[src/rtl/systolic_pkg.sv]
// Shared definitions for the systolic PE array, its operand feeder and its result drain:
// derived width helpers and the collect/drain state encoding.
package systolic_pkg;

  // Result width of one PE: full product plus headroom for DIMENSION accumulations.
  function automatic int o_bits_f(input int i_bits, input int dimension);
    return (2 * i_bits) + $clog2(dimension);
  endfunction

  // Row/column index width, kept at least one bit for a 1x1 array.
  function automatic int idx_bits_f(input int dimension);
    return (dimension > 1) ? $clog2(dimension) : 1;
  endfunction

  typedef enum logic {
    ST_COLLECT = 1'b0,
    ST_DRAIN   = 1'b1
  } drain_state_t;

endpackage

[src/rtl/systolic_result_drain.sv]
// Captures each PE result as its finish flag fires, then streams the completed matrix
// out row-major over valid/ready. One buffer; unhonoured captures raise a sticky overrun.
module systolic_result_drain
  import systolic_pkg::*;
#(
  parameter int DIMENSION = 4,
  parameter int I_BITS    = 8,
  parameter int O_BITS    = o_bits_f(I_BITS, DIMENSION)
) (
  input  logic                                  i_clock,
  input  logic                                  i_reset,
  input  logic [DIMENSION*DIMENSION*O_BITS-1:0] i_c,
  input  logic [DIMENSION*DIMENSION-1:0]        i_finish,
  output logic [O_BITS-1:0]                     o_data,
  output logic [idx_bits_f(DIMENSION)-1:0]      o_row,
  output logic [idx_bits_f(DIMENSION)-1:0]      o_col,
  output logic                                  o_valid,
  input  logic                                  i_ready,
  output logic                                  o_last,
  output logic                                  o_busy,
  output logic                                  o_overrun
);

  localparam int N        = DIMENSION * DIMENSION;
  localparam int IDX_BITS = idx_bits_f(DIMENSION);
  localparam int PTR_BITS = (N > 1) ? $clog2(N) : 1;

  localparam logic [PTR_BITS-1:0] PTR_LAST = PTR_BITS'(N - 1);
  localparam logic [PTR_BITS-1:0] PTR_DIM  = PTR_BITS'(DIMENSION);

  drain_state_t          state_q, state_d;
  logic [N-1:0]          mask_q, mask_d;
  logic [N-1:0]          cap_en;
  logic [PTR_BITS-1:0]   ptr_q, ptr_d;
  logic                  overrun_q, overrun_d;
  logic                  at_last;
  logic [N*O_BITS-1:0]   buf_flat;

  assign at_last = (ptr_q == PTR_LAST);

  // NOTE: every variable is given a default first so no path through the block leaves
  // one unassigned, which would otherwise infer a latch.
  always_comb begin
    state_d   = state_q;
    mask_d    = mask_q;
    ptr_d     = ptr_q;
    overrun_d = overrun_q;
    cap_en    = '0;

    case (state_q)
      ST_COLLECT: begin
        cap_en = i_finish & ~mask_q;
        if (|(i_finish & mask_q)) overrun_d = 1'b1;
        mask_d = mask_q | cap_en;
        if (&mask_d) state_d = ST_DRAIN;
      end
      ST_DRAIN: begin
        // The buffer is full and owned by the drain; any new result is lost.
        if (|i_finish) overrun_d = 1'b1;
        if (i_ready) begin
          if (at_last) begin
            ptr_d   = '0;
            mask_d  = '0;
            state_d = ST_COLLECT;
          end else begin
            ptr_d = ptr_q + 1'b1;
          end
        end
      end
    endcase
  end

  // NOTE: state registers use non-blocking assignments so every flop samples the values
  // from before the edge, independent of block evaluation order.
  always_ff @(posedge i_clock) begin
    if (i_reset) begin
      state_q   <= ST_COLLECT;
      mask_q    <= '0;
      ptr_q     <= '0;
      overrun_q <= 1'b0;
    end else begin
      state_q   <= state_d;
      mask_q    <= mask_d;
      ptr_q     <= ptr_d;
      overrun_q <= overrun_d;
    end
  end

  for (genvar k = 0; k < N; k++) begin : g_elem
    logic [O_BITS-1:0] elem_q;

    // NOTE: the result buffer is reset like any other register so a drain after reset can
    // never present data captured before it.
    always_ff @(posedge i_clock) begin
      if (i_reset)        elem_q <= '0;
      else if (cap_en[k]) elem_q <= i_c[k*O_BITS +: O_BITS];
    end

    assign buf_flat[k*O_BITS +: O_BITS] = elem_q;
  end

  always_comb begin
    o_valid   = (state_q == ST_DRAIN);
    o_busy    = o_valid;
    o_overrun = overrun_q;
    o_last    = o_valid & at_last;
    o_data    = '0;
    o_row     = '0;
    o_col     = '0;
    if (o_valid) begin
      o_data = buf_flat[int'(ptr_q)*O_BITS +: O_BITS];
      o_row  = IDX_BITS'(ptr_q / PTR_DIM);
      o_col  = IDX_BITS'(ptr_q % PTR_DIM);
    end
  end

endmodule

[config.mk]
export PLATFORM = sky130hd
export DESIGN_NAME = systolic_result_drain
export DESIGN_NICKNAME = d
export VERILOG_FILES = /design/src/rtl/systolic_pkg.sv /design/src/rtl/systolic_result_drain.sv
export SDC_FILE = /design/constraint.sdc
export NUM_CORES = 1
export LEC_CHECK = 0
export CAP_MARGIN = 15
export CELL_PAD_IN_SITES_DETAIL_PLACEMENT = 1
export CELL_PAD_IN_SITES_GLOBAL_PLACEMENT = 1
export CORE_MARGIN = 4
export CORE_UTILIZATION = 36
export DETAILED_ROUTE_END_ITERATION = 12
export PLACE_DENSITY = 0.79
export SLEW_MARGIN = 25
export SYNTH_ARGS = -nofsm -noshare
export SYNTH_HDL_FRONTEND = slang
export SYNTH_SLANG_ARGS = --single-unit
[constraint.sdc]
create_clock -name i_clock -period 1.8 [get_ports i_clock]
set_clock_uncertainty 0.05 [all_clocks]
set_input_delay 0.36 -clock i_clock [delete_from_list [all_inputs] [get_ports i_clock]]
set_output_delay 0.36 -clock i_clock [all_outputs]
set_load 0.02 [all_outputs]
## After elaboration in Yosys (flattened, before gate mapping)

Index checks and enable logic that the tools add are counted.

| word-level totals | value |
|---|---|
| bits in registers | 310 |
| latch bits | 0 |
| bits in writable memories | 0 |
| bits in read-only memories | 0 |
| logic and storage cells | 55 |
| memories | 0 |

| operators by class | value |
|---|---|
| $add $sub $neg | 1 |
| multiply operators | 1 |
| divide/modulo/power cells | 0 |
| $lt $le $gt $ge | 0 |
| equality and inequality tests | 5 |
| shift operators | 1 |
| mux-type cells | 15 |
| bitwise gates (word level) | 6 |
| reductions and logical operators | 6 |

Operators by type and width:

| operator | number |
|---|---|
| $shiftx A288 B10 Y18 | 1 |
| $mux W16 | 3 |
| $and A16 B16 Y16 | 2 |
| $pmux W16 S2 | 1 |
| $reduce_or A16 Y1 | 2 |
| $mux W18 | 1 |
| $not A16 Y16 | 1 |
| $or A16 B16 Y16 | 1 |
| $reduce_and A16 Y1 | 1 |
| $mul A4 B4 Y8 const B | 1 |
| $reduce_and A2 Y1 | 3 |
| $mux W1 | 5 |
| $add A4 B1 Y4 const B | 1 |
| $eq A4 B4 Y1 const B | 1 |
| $mux W2 | 2 |
| $mux W4 | 1 |
| $ne A2 B1 Y1 const B | 2 |
| $ne A2 B2 Y1 const B | 2 |
| $pmux W1 S2 | 2 |
| $and A1 B1 Y1 | 1 |
| $not A1 Y1 | 1 |

## Logic depth before layout (Yosys ltp)

| logic depth | value |
|---|---|
| depth in word-level cells | 6 |
| depth in mapped cells | 7 |

## Worst setup path after synthesis

Ideal clock, no wire load.

| timing | value |
|---|---|
| path type | register to output |
| start point | reg ptr_q[1] |
| end point | out o_data[10] |
| arrival | 1622 ps |
| required time | 1390 ps |
| setup slack | -232 ps |
| stages on the path, launching flop included | 8 |
| cell sequence | dfxtp_1 > buf_2 > and2_1 > buf_2 > buf_2 > a22oi_1 > nand2_1 > o21ai_0 |

| on the way | value |
|---|---|
| longest elaborated chain between the ends | 3 |

Ends and longest elaborated chain:

| what | RTL line | source |
|---|---|---|
| start, declared | systolic_result_drain.sv:34 | `logic [PTR_BITS-1:0] ptr_q, ptr_d;` |
| start signal, assigned | systolic_result_drain.sv:84 | `ptr_q <= ptr_d;` |
| $mul A4 B4 Y8 | systolic_result_drain.sv:111 | `o_data = buf_flat[int'(ptr_q)*O_BITS +: O_BITS];` |
| $shiftx A288 B10 Y18 | systolic_result_drain.sv:111 |  |
| $mux W18 | systolic_result_drain.sv:110 | `if (o_valid) begin` |
| end, declared | systolic_result_drain.sv:14 | `output logic [O_BITS-1:0] o_data,` |

Every way passes these cells.

## Final worst setup path

| timing | value |
|---|---|
| start point | reg ptr_q[0] |
| end point | out o_data[4] |

Same word-level chain as after synthesis.

==> impl_metrics.csv <==
group,metric,value,unit
outcome,status,"finished with violations",
outcome,violations,"setup timing",
cells_and_area,fillers,4227,
flow_run,drv_cap,0,
cells_and_area,drive_above_1_share,0.191,
power_and_ir_drop,comb_power_share,0.136,
power_and_ir_drop,seqPwrFrac,0.421,
global_route,grt_max_degree,96,
placed_design,place_congestion,0.901,
route,drtIter0Drc,1070,
worst_setup_path,end_kind,"output port",
timing,final_hold_viol_count,0,
route,drc,0,
cells_and_area,area_growth,56.0,%
route,ant_nets,0,
timing,rsz0062_at_grt,"true",
floorplan,rows,70,
timing,worst_slack,-0.829,ns
timing,slew_headroom,0.705,
worst_setup_path,crit_top_cell,"buf_4",
power_and_ir_drop,p_int,13.3,mW
global_route,overflow,0,
synthesis,netlist_instances,1702,
timing,fmax,0.380,GHz
cells_and_area,instances_no_fill,2652,
floorplan,dieArea,40900,µm²
worst_setup_path,critPathKind,"reg -> out",
worst_setup_path,crit_required,1.39,ns
floorplan,die_h,202,µm
synthesis,synth_area_leader_cell,"dfxtp_1",
clock_network,clk_latency,0.54,ns
cells_and_area,num-nets-final,2430,
timing,period_share,1.46,
worst_setup_path,crit_start,"ptr_q[0]$_SDFFE_PP0P_",
synthesis,yosysSeqAreaShare,0.457,
power_and_ir_drop,p_per_area,848,nW/µm²
clock_network,cts_buffer_depth,3,
worst_setup_path,critPathLaunchType,"register",
clock_network,root_buffer,"clkbuf_16",
floorplan,core,36900,µm²
worst_setup_path,slowest_stage,"dfxtp_4",
synthesis,yosysTopAreaCellShare,0.457,
global_route,track_usage,0.287,
route,vias,14600,
placed_design,dp.cells,2541,
clock_network,htreeDepth,2,
clock_network,cts_tree,"built",
route,wl_per_cell,24.6,µm
timing,slew_viol_final,0,
timing,setup_viol,43,
power_and_ir_drop,p_sw_frac,0.257,
worst_setup_path,reg2reg_to,"mask_q[0]$_SDFFE_PP0P_",
worst_setup_path,r2r_setup_slack,-0.36,ns
worst_setup_path,crit_end,"o_data[4]",
synthesis,syn_area,13600,µm²
worst_setup_path,slowest_delay,0.37,ns
worst_setup_path,worst_ep_arrival_time,2.22,ns
placed_design,portBuffers,332,
worst_setup_path,crit_fanout,9,
global_route,grt_pass1_wl,92500,µm
clock_network,cts.sinks,310,
worst_setup_path,rr_startpoint,"ptr_q[0]$_SDFFE_PP0P_",
floorplan,pin_count,333,
global_route,antenna_found_initial,3,
clock_network,clk_pin_slew,0.06,ns
route,first_pass_iters,5,
power_and_ir_drop,power,18.0,mW
route,drt-total-wl,65200,µm
placed_design,place_hpwl,42400,µm
synthesis,synth.avg_cell_area,7.98,µm²
synthesis,synth_fp_nets,2010,
worst_setup_path,path_cells,"buf_4 > buf_16 > buf_4 > mux2i_1 > a22oi_1 > nand2_1 > o21ai_2 > buf_6",
timing,setup_tns,-20.81,ns
timing,worstMarginPinSlew,0.432,ns
synthesis,netlist_top_cells_area,"dfxtp_1 (46%), nand2_1 (17%), a21oi_1 (11%), mux2i_1 (10%), a22oi_1 (4.0%)",
power_and_ir_drop,switchingPower,4.63,mW
cells_and_area,final_common_cell,"nand2_1",
timing,layout_min_cycle_time,2.63,ns
synthesis,yosys.cell_types.count,42,
cells_and_area,layout_common_cells,"nand2_1 (588), dfxtp_1 (305), clkdlybuf4s50_1 (305)",
cells_and_area,regArea,6220,µm²
worst_hold_path,hold_path_class,"in -> reg",
power_and_ir_drop,p_leak,7.69,nW
power_and_ir_drop,power_frac_clock,0.444,
floorplan,die_w,202,µm
cells_and_area,multiInputGateArea,7330,µm²
synthesis,yosys_warnings,0,
route,avgViaCountPerCell,5.49,
power_and_ir_drop,peakVddDrop,506,µV
floorplan,start_util,0.368,
synthesis,ys_ff_latch,310,
global_route,grt_pass1_vias,15600,
worst_setup_path,r2r_cells,9,
clock_network,cts_buffers,36,
-- registers in the layout, summed over array words and instances, names as in the netlist --
| name | cells |
|---|---|
| o_overrun | 1 |
| ptr_q | 4 |
| mask_q | 16 |
| o_busy | 1 |
| g_elem.elem_q | 288 |
-- kinds of logic after synthesis --
group                    share of synthesized area
buffers and inverters                       0.0514
AND/OR/NAND/NOR                              0.210
adder cells (fa/ha/maj)                   0.000921
AO/OA/AOI/OAI                                0.172
flip-flops                                   0.457
multiplexers                                 0.106
XOR/XNOR                                   0.00194
-- cells in the mapped netlist, drive strengths merged --
library cell  instances
a22o                  2
nand2               597
a221oi                2
a211oi                1
xor2                  1
a22oi                72
a21oi               290
ha                    1
or4                   1
nand3                20
buf                  97
and2                  8
nand4                 1
a222oi                1
and4                  1
clkbuf               39
mux2i               141
o21a                 17
nand2b               17
mux2                  1
nor2                  7
and2b                 6
o22ai                 9
xnor2                 2
a2111oi               1
nand3b                1
dfxtp               310
mux4                  1
nor4                  3
and3                  2
o311ai                1
nor2b                31
nor4b                 1
o21ai                17
-- critical path: cells and delay by family (launching register included) --
kind            cells  cell delay [ns]
buf+inv             4             0.60
mux                 1             0.14
flops               1             0.37
compound gates      2             0.46
simple gates        1             0.12
-- power by group through the flow --
stage | logic (mW) | clock network [mW] | registers [mW]
6_report | 2.44 | 7.97 | 7.56
5_1_grt | 2.61 | 8.31 | 7.59
4_1_cts | 2.35 | 7.93 | 7.52
3_5_place_dp | 2.28 | 0 | 7.66
3_3_place_gp | 2.22 | 0 | 7.64
2_1_floorplan | 0.970 | 0 | 7.56
-- how the worst min path moves through the flow --
stage	from	slack (ns)	end	cells after the start
floorplan	g_elem[10].elem_q[16]$_SDFFE_PP0P_	0.38	g_elem[10].elem_q[16]$_SDFFE_PP0P_	2
global placement	g_elem[7].elem_q[7]$_SDFFE_PP0P_	0.39	g_elem[7].elem_q[7]$_SDFFE_PP0P_	2
detailed placement	g_elem[6].elem_q[2]$_SDFFE_PP0P_	0.40	g_elem[6].elem_q[2]$_SDFFE_PP0P_	2
CTS	i_reset	0.09	g_elem[3].elem_q[3]$_SDFFE_PP0P_	2
global route	i_reset	0.09	g_elem[3].elem_q[3]$_SDFFE_PP0P_	2
finish	i_reset	0.10	g_elem[3].elem_q[3]$_SDFFE_PP0P_	2
-- through the flow --
| step | cell area, µm² | util | hold slack, ns | setup slack, ns |
|---|---|---|---|---|
| finish | 21200 | 0.574 | 0.103 | -0.829 |
| global route | 21200 | 0.574 | 0.0921 | -0.913 |
| CTS | 20800 | 0.563 | 0.0893 | -0.774 |
| detailed placement | 18500 | 0.501 | 0.397 | -0.873 |
| global placement | 18500 | 0.501 | 0.392 | -0.837 |
| floorplan | 13600 | - | 0.383 | -0.0816 |
-- cell type report --
class | count | area share
Antenna cell | 1 | 0.000118
Clock buffer | 51 | 0.0504
Clock inverter | 12 | 0.00957
Multi-Input combinational cell | 1256 | 0.346
Sequential cell | 310 | 0.294
Tap cell | 504 | 0.0298
Timing Repair Buffer | 518 | 0.270
-- timing repair --
action,in CTS,in global routing
gates cloned,11,3
hold buffers,0,0
setup buffers,27,10
endpoints found under the setup margin,26,42
pin swaps,44,47
endpoints found under the hold margin,0,0
gates resized for setup,261,66
-- metal layers --
layer	vias to the layer above	wire [µm]	global-route usage
met5	-	27	0
met4	4	3570	0.128
met3	196	3910	0.0497
met2	607	32400	0.502
met1	7192	25200	0.346
li1	6573	-	-
(Power assumes the default switching activity.)
